===== config.mk =====
export PLATFORM = sky130hd
export DESIGN_NAME = alu_input_sequencer_flat
export DESIGN_NICKNAME = d
export VERILOG_FILES = /design/src/rtl/alu_input_sequencer_if.sv /design/src/rtl/alu_input_sequencer.sv /design/src/flat_wrapper.sv
export SDC_FILE = /design/constraint.sdc
export NUM_CORES = 1
export LEC_CHECK = 0
export ABC_CLOCK_PERIOD_IN_PS = 2400
export BUFFER_PORTS_ARGS = -buffer_cell sky130_fd_sc_hd__buf_2
export CORE_MARGIN = 10
export CORE_UTILIZATION = 54
export CTS_CLUSTER_DIAMETER = 30
export DETAILED_ROUTE_END_ITERATION = 8
export GPL_TIMING_DRIVEN = 0
export PLACE_DENSITY = 0.82
export SETUP_SLACK_MARGIN = 0.02
export SYNTH_ARGS = -nofsm -noshare
export SYNTH_HDL_FRONTEND = slang
export SYNTH_SLANG_ARGS = --single-unit

===== constraint.sdc =====
create_clock -name i_clock -period 2.4 [get_ports i_clock]
set_input_delay 0.12 -clock i_clock [delete_from_list [all_inputs] [get_ports i_clock]]
set_output_delay 0.12 -clock i_clock [all_outputs]
set_load 0.03 [all_outputs]

===== src/rtl/alu_input_sequencer_if.sv =====
// Pin-side bundle for the ALU input sequencer: switches and buttons in,
// ALU operands/opcode and LED status out.
interface alu_input_sequencer_if #(
    parameter int unsigned N_SW       = 16,
    parameter int unsigned N_OPERANDS = 8,
    parameter int unsigned N_OP       = 6
);
    logic [N_SW-1:0]       i_sw;
    logic                  i_button_A;
    logic                  i_button_B;
    logic                  i_button_Op;
    logic [N_OPERANDS-1:0] o_alu_A;
    logic [N_OPERANDS-1:0] o_alu_B;
    logic [N_OP-1:0]       o_alu_Op;
    logic                  o_valid;
    logic                  o_update;
    logic [1:0]            o_state;

    modport master (
        output i_sw, i_button_A, i_button_B, i_button_Op,
        input  o_alu_A, o_alu_B, o_alu_Op, o_valid, o_update, o_state
    );

    modport slave (
        input  i_sw, i_button_A, i_button_B, i_button_Op,
        output o_alu_A, o_alu_B, o_alu_Op, o_valid, o_update, o_state
    );
endinterface


===== src/rtl/alu_input_sequencer.sv =====
// ALU front end: debounces three buttons and loads operand/opcode registers
// from the switches, either one button per register or via an enter sequence.
module alu_input_sequencer #(
    parameter int unsigned N_SW       = 16,
    parameter int unsigned N_OPERANDS = 8,
    parameter int unsigned N_OP       = 6,
    parameter int unsigned DB_CYCLES  = 4,
    parameter int unsigned SEQ_MODE   = 0
) (
    input  logic                 i_clock,
    input  logic                 i_reset,
    alu_input_sequencer_if.slave bus
);
    localparam int unsigned      CW      = $clog2(DB_CYCLES + 1);
    localparam logic [CW-1:0]    DB_LAST = CW'(DB_CYCLES - 1);

    typedef enum logic [1:0] {
        S_A  = 2'b00,
        S_B  = 2'b01,
        S_OP = 2'b10
    } state_t;

    // Button index: 0 = A/enter, 1 = B/back, 2 = Op
    logic [2:0]            w_btn;
    logic [2:0]            r_sync1;
    logic [2:0]            r_sync2;
    logic [2:0]            r_stable;
    logic [2:0]            r_stable_d;
    logic [CW-1:0]         r_cnt [3];
    logic [2:0]            w_press;

    state_t                r_state;
    state_t                w_state_nxt;
    logic [2:0]            w_ld;
    logic                  w_valid_nxt;
    logic [2:0]            r_loaded;
    logic                  r_valid;
    logic                  r_update;
    logic [N_OPERANDS-1:0] r_alu_A;
    logic [N_OPERANDS-1:0] r_alu_B;
    logic [N_OP-1:0]       r_alu_Op;
    logic                  w_unused;

    assign w_btn    = {bus.i_button_Op, bus.i_button_B, bus.i_button_A};
    assign w_press  = r_stable & ~r_stable_d;
    assign w_unused = &{1'b0, bus.i_sw};

    always_ff @(posedge i_clock or negedge i_reset) begin
        if (!i_reset) begin
            r_sync1    <= '0;
            r_sync2    <= '0;
            r_stable   <= '0;
            r_stable_d <= '0;
            for (int unsigned i = 0; i < 3; i++) r_cnt[i] <= '0;
        end else begin
            r_sync1    <= w_btn;
            r_sync2    <= r_sync1;
            r_stable_d <= r_stable;
            // Any cycle agreeing with the accepted level restarts the count
            for (int unsigned i = 0; i < 3; i++) begin
                if (r_sync2[i] == r_stable[i]) begin
                    r_cnt[i] <= '0;
                end else if (r_cnt[i] == DB_LAST) begin
                    r_stable[i] <= r_sync2[i];
                    r_cnt[i]    <= '0;
                end else begin
                    r_cnt[i] <= r_cnt[i] + CW'(1);
                end
            end
        end
    end

    always_comb begin
        w_state_nxt = r_state;
        w_ld        = '0;
        w_valid_nxt = r_valid;
        if (SEQ_MODE == 0) begin
            w_state_nxt = S_A;
            w_ld        = w_press;
            w_valid_nxt = &(r_loaded | w_press);
        end else if (w_press[1]) begin
            // Back has priority over a simultaneous enter
            w_state_nxt = S_A;
            w_valid_nxt = 1'b0;
        end else begin
            case (r_state)
                S_A: if (w_press[0]) begin
                    w_ld[0]     = 1'b1;
                    w_valid_nxt = 1'b0;
                    w_state_nxt = S_B;
                end
                S_B: if (w_press[0]) begin
                    w_ld[1]     = 1'b1;
                    w_state_nxt = S_OP;
                end
                S_OP: if (w_press[0]) begin
                    w_ld[2]     = 1'b1;
                    w_valid_nxt = 1'b1;
                    w_state_nxt = S_A;
                end
                default: w_state_nxt = S_A;
            endcase
        end
    end

    always_ff @(posedge i_clock or negedge i_reset) begin
        if (!i_reset) begin
            r_state  <= S_A;
            r_loaded <= '0;
            r_valid  <= 1'b0;
            r_update <= 1'b0;
            r_alu_A  <= '0;
            r_alu_B  <= '0;
            r_alu_Op <= '0;
        end else begin
            r_state  <= w_state_nxt;
            r_loaded <= r_loaded | w_ld;
            r_valid  <= w_valid_nxt;
            r_update <= |w_ld;
            if (w_ld[0]) r_alu_A  <= bus.i_sw[N_OPERANDS-1:0];
            if (w_ld[1]) r_alu_B  <= bus.i_sw[N_OPERANDS-1:0];
            if (w_ld[2]) r_alu_Op <= bus.i_sw[N_OP-1:0];
        end
    end

    assign bus.o_alu_A  = r_alu_A;
    assign bus.o_alu_B  = r_alu_B;
    assign bus.o_alu_Op = r_alu_Op;
    assign bus.o_valid  = r_valid;
    assign bus.o_update = r_update;
    assign bus.o_state  = r_state;
endmodule

===== src/flat_wrapper.sv =====
// flat-port wrapper written by rule: the top's interface ports become plain ports
module alu_input_sequencer_flat 
#(
    parameter int unsigned N_SW       = 16,
    parameter int unsigned N_OPERANDS = 8,
    parameter int unsigned N_OP       = 6,
    parameter int unsigned DB_CYCLES  = 4,
    parameter int unsigned SEQ_MODE   = 0
)
  (i_clock, i_reset, bus_i_sw, bus_i_button_A, bus_i_button_B, bus_i_button_Op, bus_o_alu_A, bus_o_alu_B, bus_o_alu_Op, bus_o_valid, bus_o_update, bus_o_state);
  alu_input_sequencer_if #(.N_SW(N_SW), .N_OPERANDS(N_OPERANDS), .N_OP(N_OP)) bus_i ();
  input  logic i_clock;
  input  logic i_reset;
  input wire logic [$bits(bus_i.i_sw)-1:0] bus_i_sw;
  input wire logic [$bits(bus_i.i_button_A)-1:0] bus_i_button_A;
  input wire logic [$bits(bus_i.i_button_B)-1:0] bus_i_button_B;
  input wire logic [$bits(bus_i.i_button_Op)-1:0] bus_i_button_Op;
  output wire logic [$bits(bus_i.o_alu_A)-1:0] bus_o_alu_A;
  output wire logic [$bits(bus_i.o_alu_B)-1:0] bus_o_alu_B;
  output wire logic [$bits(bus_i.o_alu_Op)-1:0] bus_o_alu_Op;
  output wire logic [$bits(bus_i.o_valid)-1:0] bus_o_valid;
  output wire logic [$bits(bus_i.o_update)-1:0] bus_o_update;
  output wire logic [$bits(bus_i.o_state)-1:0] bus_o_state;
  assign bus_i.i_sw = bus_i_sw;
  assign bus_i.i_button_A = bus_i_button_A;
  assign bus_i.i_button_B = bus_i_button_B;
  assign bus_i.i_button_Op = bus_i_button_Op;
  assign bus_o_alu_A = bus_i.o_alu_A;
  assign bus_o_alu_B = bus_i.o_alu_B;
  assign bus_o_alu_Op = bus_i.o_alu_Op;
  assign bus_o_valid = bus_i.o_valid;
  assign bus_o_update = bus_i.o_update;
  assign bus_o_state = bus_i.o_state;
  alu_input_sequencer #(.N_SW(N_SW), .N_OPERANDS(N_OPERANDS), .N_OP(N_OP), .DB_CYCLES(DB_CYCLES), .SEQ_MODE(SEQ_MODE)) u_core (.i_clock(i_clock), .i_reset(i_reset), .bus(bus_i));
endmodule

# == Word level (Yosys, flattened, before mapping) ==
# Index checks and enable logic that the tools add are counted.
# totals
regBits,48
input_bits,21
out_inout_bits,26
word_cells,41
# classes
n_addsub,3
n_eq_ne,6
muxes,6
bitwise,6
n_reduce_logical,5
# ops
op,count
3-bit 2-to-1 mux,6
"3-bit by 1-bit adder with 3-bit output, second input constant",3
"3-bit by 2-bit equality test with 1-bit output, second input constant",3
2-bit AND reduction,3
3-bit bitwise AND,1
1-bit equality test,3
1-bit inverter,3
3-bit inverter,1
3-bit bitwise OR,1
3-bit AND reduction,1
3-bit OR reduction,1

# == Logic depth before layout (Yosys ltp) ==
# depth
ltp_word,4
mapped_depth,3
depth_no_buf,3

# == Worst setup path before layout ==
# OpenSTA, ideal clock, no wires.
# synth_path
kind,register -> register
from,reg u_core.r_stable[1]
to,"reg u_core.r_alu_B[1], in the netlist u_core.bus.o_alu_B[1]"
setup_time_ps,125
t_arrival_ps,1012
required_time_ps,2275
path_slack_ps,1264
path_stages_with_launch,4
path_buffers,1
period_less_slack_ps,1136
path_cell_list,dfrtp_1 nand2b_1 buf_2 mux2_2
# synth_via
elab_chain_cells,1
# synth_rtl
element,line,text
start: declaration,alu_input_sequencer.sv:27,logic [2:0] r_stable;
start signal: indexed assignment,alu_input_sequencer.sv:64,r_stable[i] <= r_sync2[i];
3-bit bitwise AND,alu_input_sequencer.sv:45,assign w_press = r_stable & ~r_stable_d;
end signal: assignment,alu_input_sequencer.sv:121,if (w_ld[1]) r_alu_B <= bus.i_sw[N_OPERANDS-1:0];
end: declaration,alu_input_sequencer.sv:40,logic [N_OPERANDS-1:0] r_alu_B;
# Every way passes these cells.
# A chain may end at the register's enable or synchronous reset.

# == Worst setup path after layout ==
# layout_path
from,reg u_core.r_stable[1]
to,"reg u_core.r_alu_B[3], in the netlist u_core.bus.o_alu_B[3]"
# The elaborated chain is that of the path after synthesis.

==> metrics.cfg <==
[synth]
syn-cell-area_mm2=0.00172
synthFlopType=dfrtp_1
synth_most_common_cell=dfrtp_1
synth.distinct_cells=18
synth_warnings=0
synth_common_cells=48 x dfrtp_1, 25 x mux2_2, 6 x nor2b_1
synth_area_leader_cell=dfrtp_1
ys_seq_area_share_pct=69.7
ys_seq_elements=48
synth_edf_count=0
synth.avg_cell_area_um2=16.0
ys_async_sr_fraction_pct=100
synth_top_area_share_pct=69.7
synth_cells=108
synth.area.top_cells=dfrtp_1 70%, mux2_2 16%, ha_1 2.2%

[cells_and_area]
drive_gt1_share_pct=45.3
layoutNonFillerInstCount=203
syn_to_final_growth_pct=20.6
nNetsFinal=183
antenna-diode-count=0
fin_util_pct=68.1
num-fill-cells=240

[timing]
fin_hold_ws_ns=0.0200
worst_pin_slew_ns=0.990
finalCritPeriodShare_pct=53.3
final_hold_viol_count=0
rsz0062_at_grt=false
timing.fmax_ghz=0.781
setup_tns_ns=0
relSlewSlack_pct=34.0
setup_violations=0
clock_skew_ns=0.00873
fin_crit_ns=1.28
slew_violations=0

[power]
p_per_area_mw_per_mm2=1360
ir_drop_mv=0.634
p_leak_nw=0.997
totalPowerFinal_mw=2.82

[worst_setup_path]
timing_worst_setup_path_type=flop to flop
cp-start-kind=flop
critPathCaptureType=flop
required_ns=2.64
arrival_ns=1.52
cp_max_fo=10

[drt]
drtPass1Iterations=4
drt_first_iter_violations=60
wire_per_inst_um=14.2
vias=977
vias_per_cell=4.81
wirelength_um=2890
drc=0
antenna_left=0

[cts]
clock_latency_ns=0.35
clockBufferDepth=2
cts_hold_buf=6
numCtsBuffers=5
cts_setup_buffers=0
clockRootBuffer=clkbuf_4
htree_levels=2
cts-resized-gates=0
cts.sinks=48
cts_tree=yes
clk_transition_reported_paths_ns=0.12

[floorplan]
die_w_um=76.5
fp.coreArea_mm2=0.00305
rows=20
start_util_pct=56.4
die_h_um=76.5
io_pins=47
dieArea_mm2=0.00585

[grt]
grt_usage_pct=10.7
overflow=0
grt_pass1_vias=1075
grt_max_degree=49
antenna_found_initial=0
grt_pass1_wl_um=4960

[outcome]
outcome=complete, no violations

[worst_hold_path]
min_path_type=input port to flop

[placement]
hpwlAfterDp_um=2180
portBuffers=36
dp.cells=189
globalplace.congestion=0.649

[run]
maxCapViolCount=0

[cell type report]
cell class / instances / area, µm² / area share (%)
Multi-Input combinational cell: 54 / 483 / 23.2
Sequential cell: 48 / 1200 / 57.8
Timing Repair Buffer: 43 / 250 / 12.0
Inverter: 3 / 11.3 / 0.542
Tap cell: 44 / 55.1 / 2.65
Buffer: 4 / 31.3 / 1.51
Clock buffer: 6 / 41.3 / 1.99
Clock inverter: 1 / 5.00 / 0.241
[routing by layer]
| layer | GRT usage [%] | vias up | part of all wire, % |
|---|---|---|---|
| li1 | - | 460 | - |
| met1 | 10.6 | 484 | 39 |
| met2 | 18.4 | 28 | 53 |
| met3 | 4.72 | 5 | 6.6 |
| met4 | 5.58 | 0 | 1.9 |
| met5 | 0 | - | 0 |
[power breakdown]
part	total [mW]	internal, mW	switching [mW]
Clock	0.328	0.108	0.220
Sequential	1.25	1.11	0.144
Combinational	1.24	0.500	0.745
[flip-flops by register name, summed over array words and instances (netlist names), 3 cells and up]
signal	cells
u_core.r_sync1	3
u_core.bus.o_alu_A	8
u_core.bus.o_alu_Op	6
u_core.r_stable_d	3
u_core.r_stable	3
u_core.r_sync2	3
u_core.r_loaded	3
u_core.bus.o_alu_B	8
u_core.r_cnt	9
[cell usage in the layout (no fill, tap or decap), drive strengths merged]
master,count
a222oi,1
and2b,1
dlygate4sd3,7
dfrtp,48
xnor2,3
conb,2
mux2,25
nor2b,6
clkbuf,6
nand3,1
nand2b,3
nand2,3
nor3,3
nor3b,3
inv,3
clkinv,1
ha,3
buf,40
[final timing paths]
check | from | endpoint | slack (ns) | depth (start not counted)
setup / recovery | u_core.r_stable[1]$_DFFE_PN0P_ | u_core.bus.o_alu_B[3]$_DFFE_PN0P_ | 1.12 | 3
hold / removal | bus_i_sw[1] | u_core.bus.o_alu_B[1]$_DFFE_PN0P_ | 0.02 | 2
setup reg to reg | u_core.r_stable[1]$_DFFE_PN0P_ | u_core.bus.o_alu_B[3]$_DFFE_PN0P_ | 1.12 | 3
hold reg to reg | u_core.r_sync1[0]$_DFF_PN0_ | u_core.r_sync2[0]$_DFF_PN0_ | 0.35 | 0
max in group asynchronous | i_reset | u_core.r_stable[1]$_DFFE_PN0P_ | 1.32 | 2
min in group asynchronous | i_reset | u_core.bus.o_alu_A[6]$_DFFE_PN0P_ | 0.46 | 2
[worst max-delay path, stage by stage (launching register included)]
cell and delay, ns:
dfrtp_1 0.43, nand2b_1 0.11, buf_2 0.26, mux2_2 0.37
[metrics by stage]
step,worst slack [ns],cell area [µm²]
final,1.12,2080
after global routing,1.04,2080
after CTS,1.09,2070
after detailed placement,1.10,1960
after global placement,1.16,1960
after floorplan,1.26,1730
[cell families (layout without fill, tap and decap cells)]
| logic type | after synthesis | count (layout) | share of synthesized area, % |
|---|---|---|---|
| flops | 48 | 48 | 69.7 |
| mux | 25 | 25 | 16.3 |
| simple gates | 20 | 20 | 6.97 |
| buf+inv | 7 | 57 | 2.47 |
| fa+ha+maj | 3 | 3 | 2.18 |
| xor+xnor | 3 | 3 | 1.53 |
| other cells | 1 | 2 | 0.218 |
| compound gates | 1 | 1 | 0.581 |
Note: power is estimated with default switching activity, not from simulation.
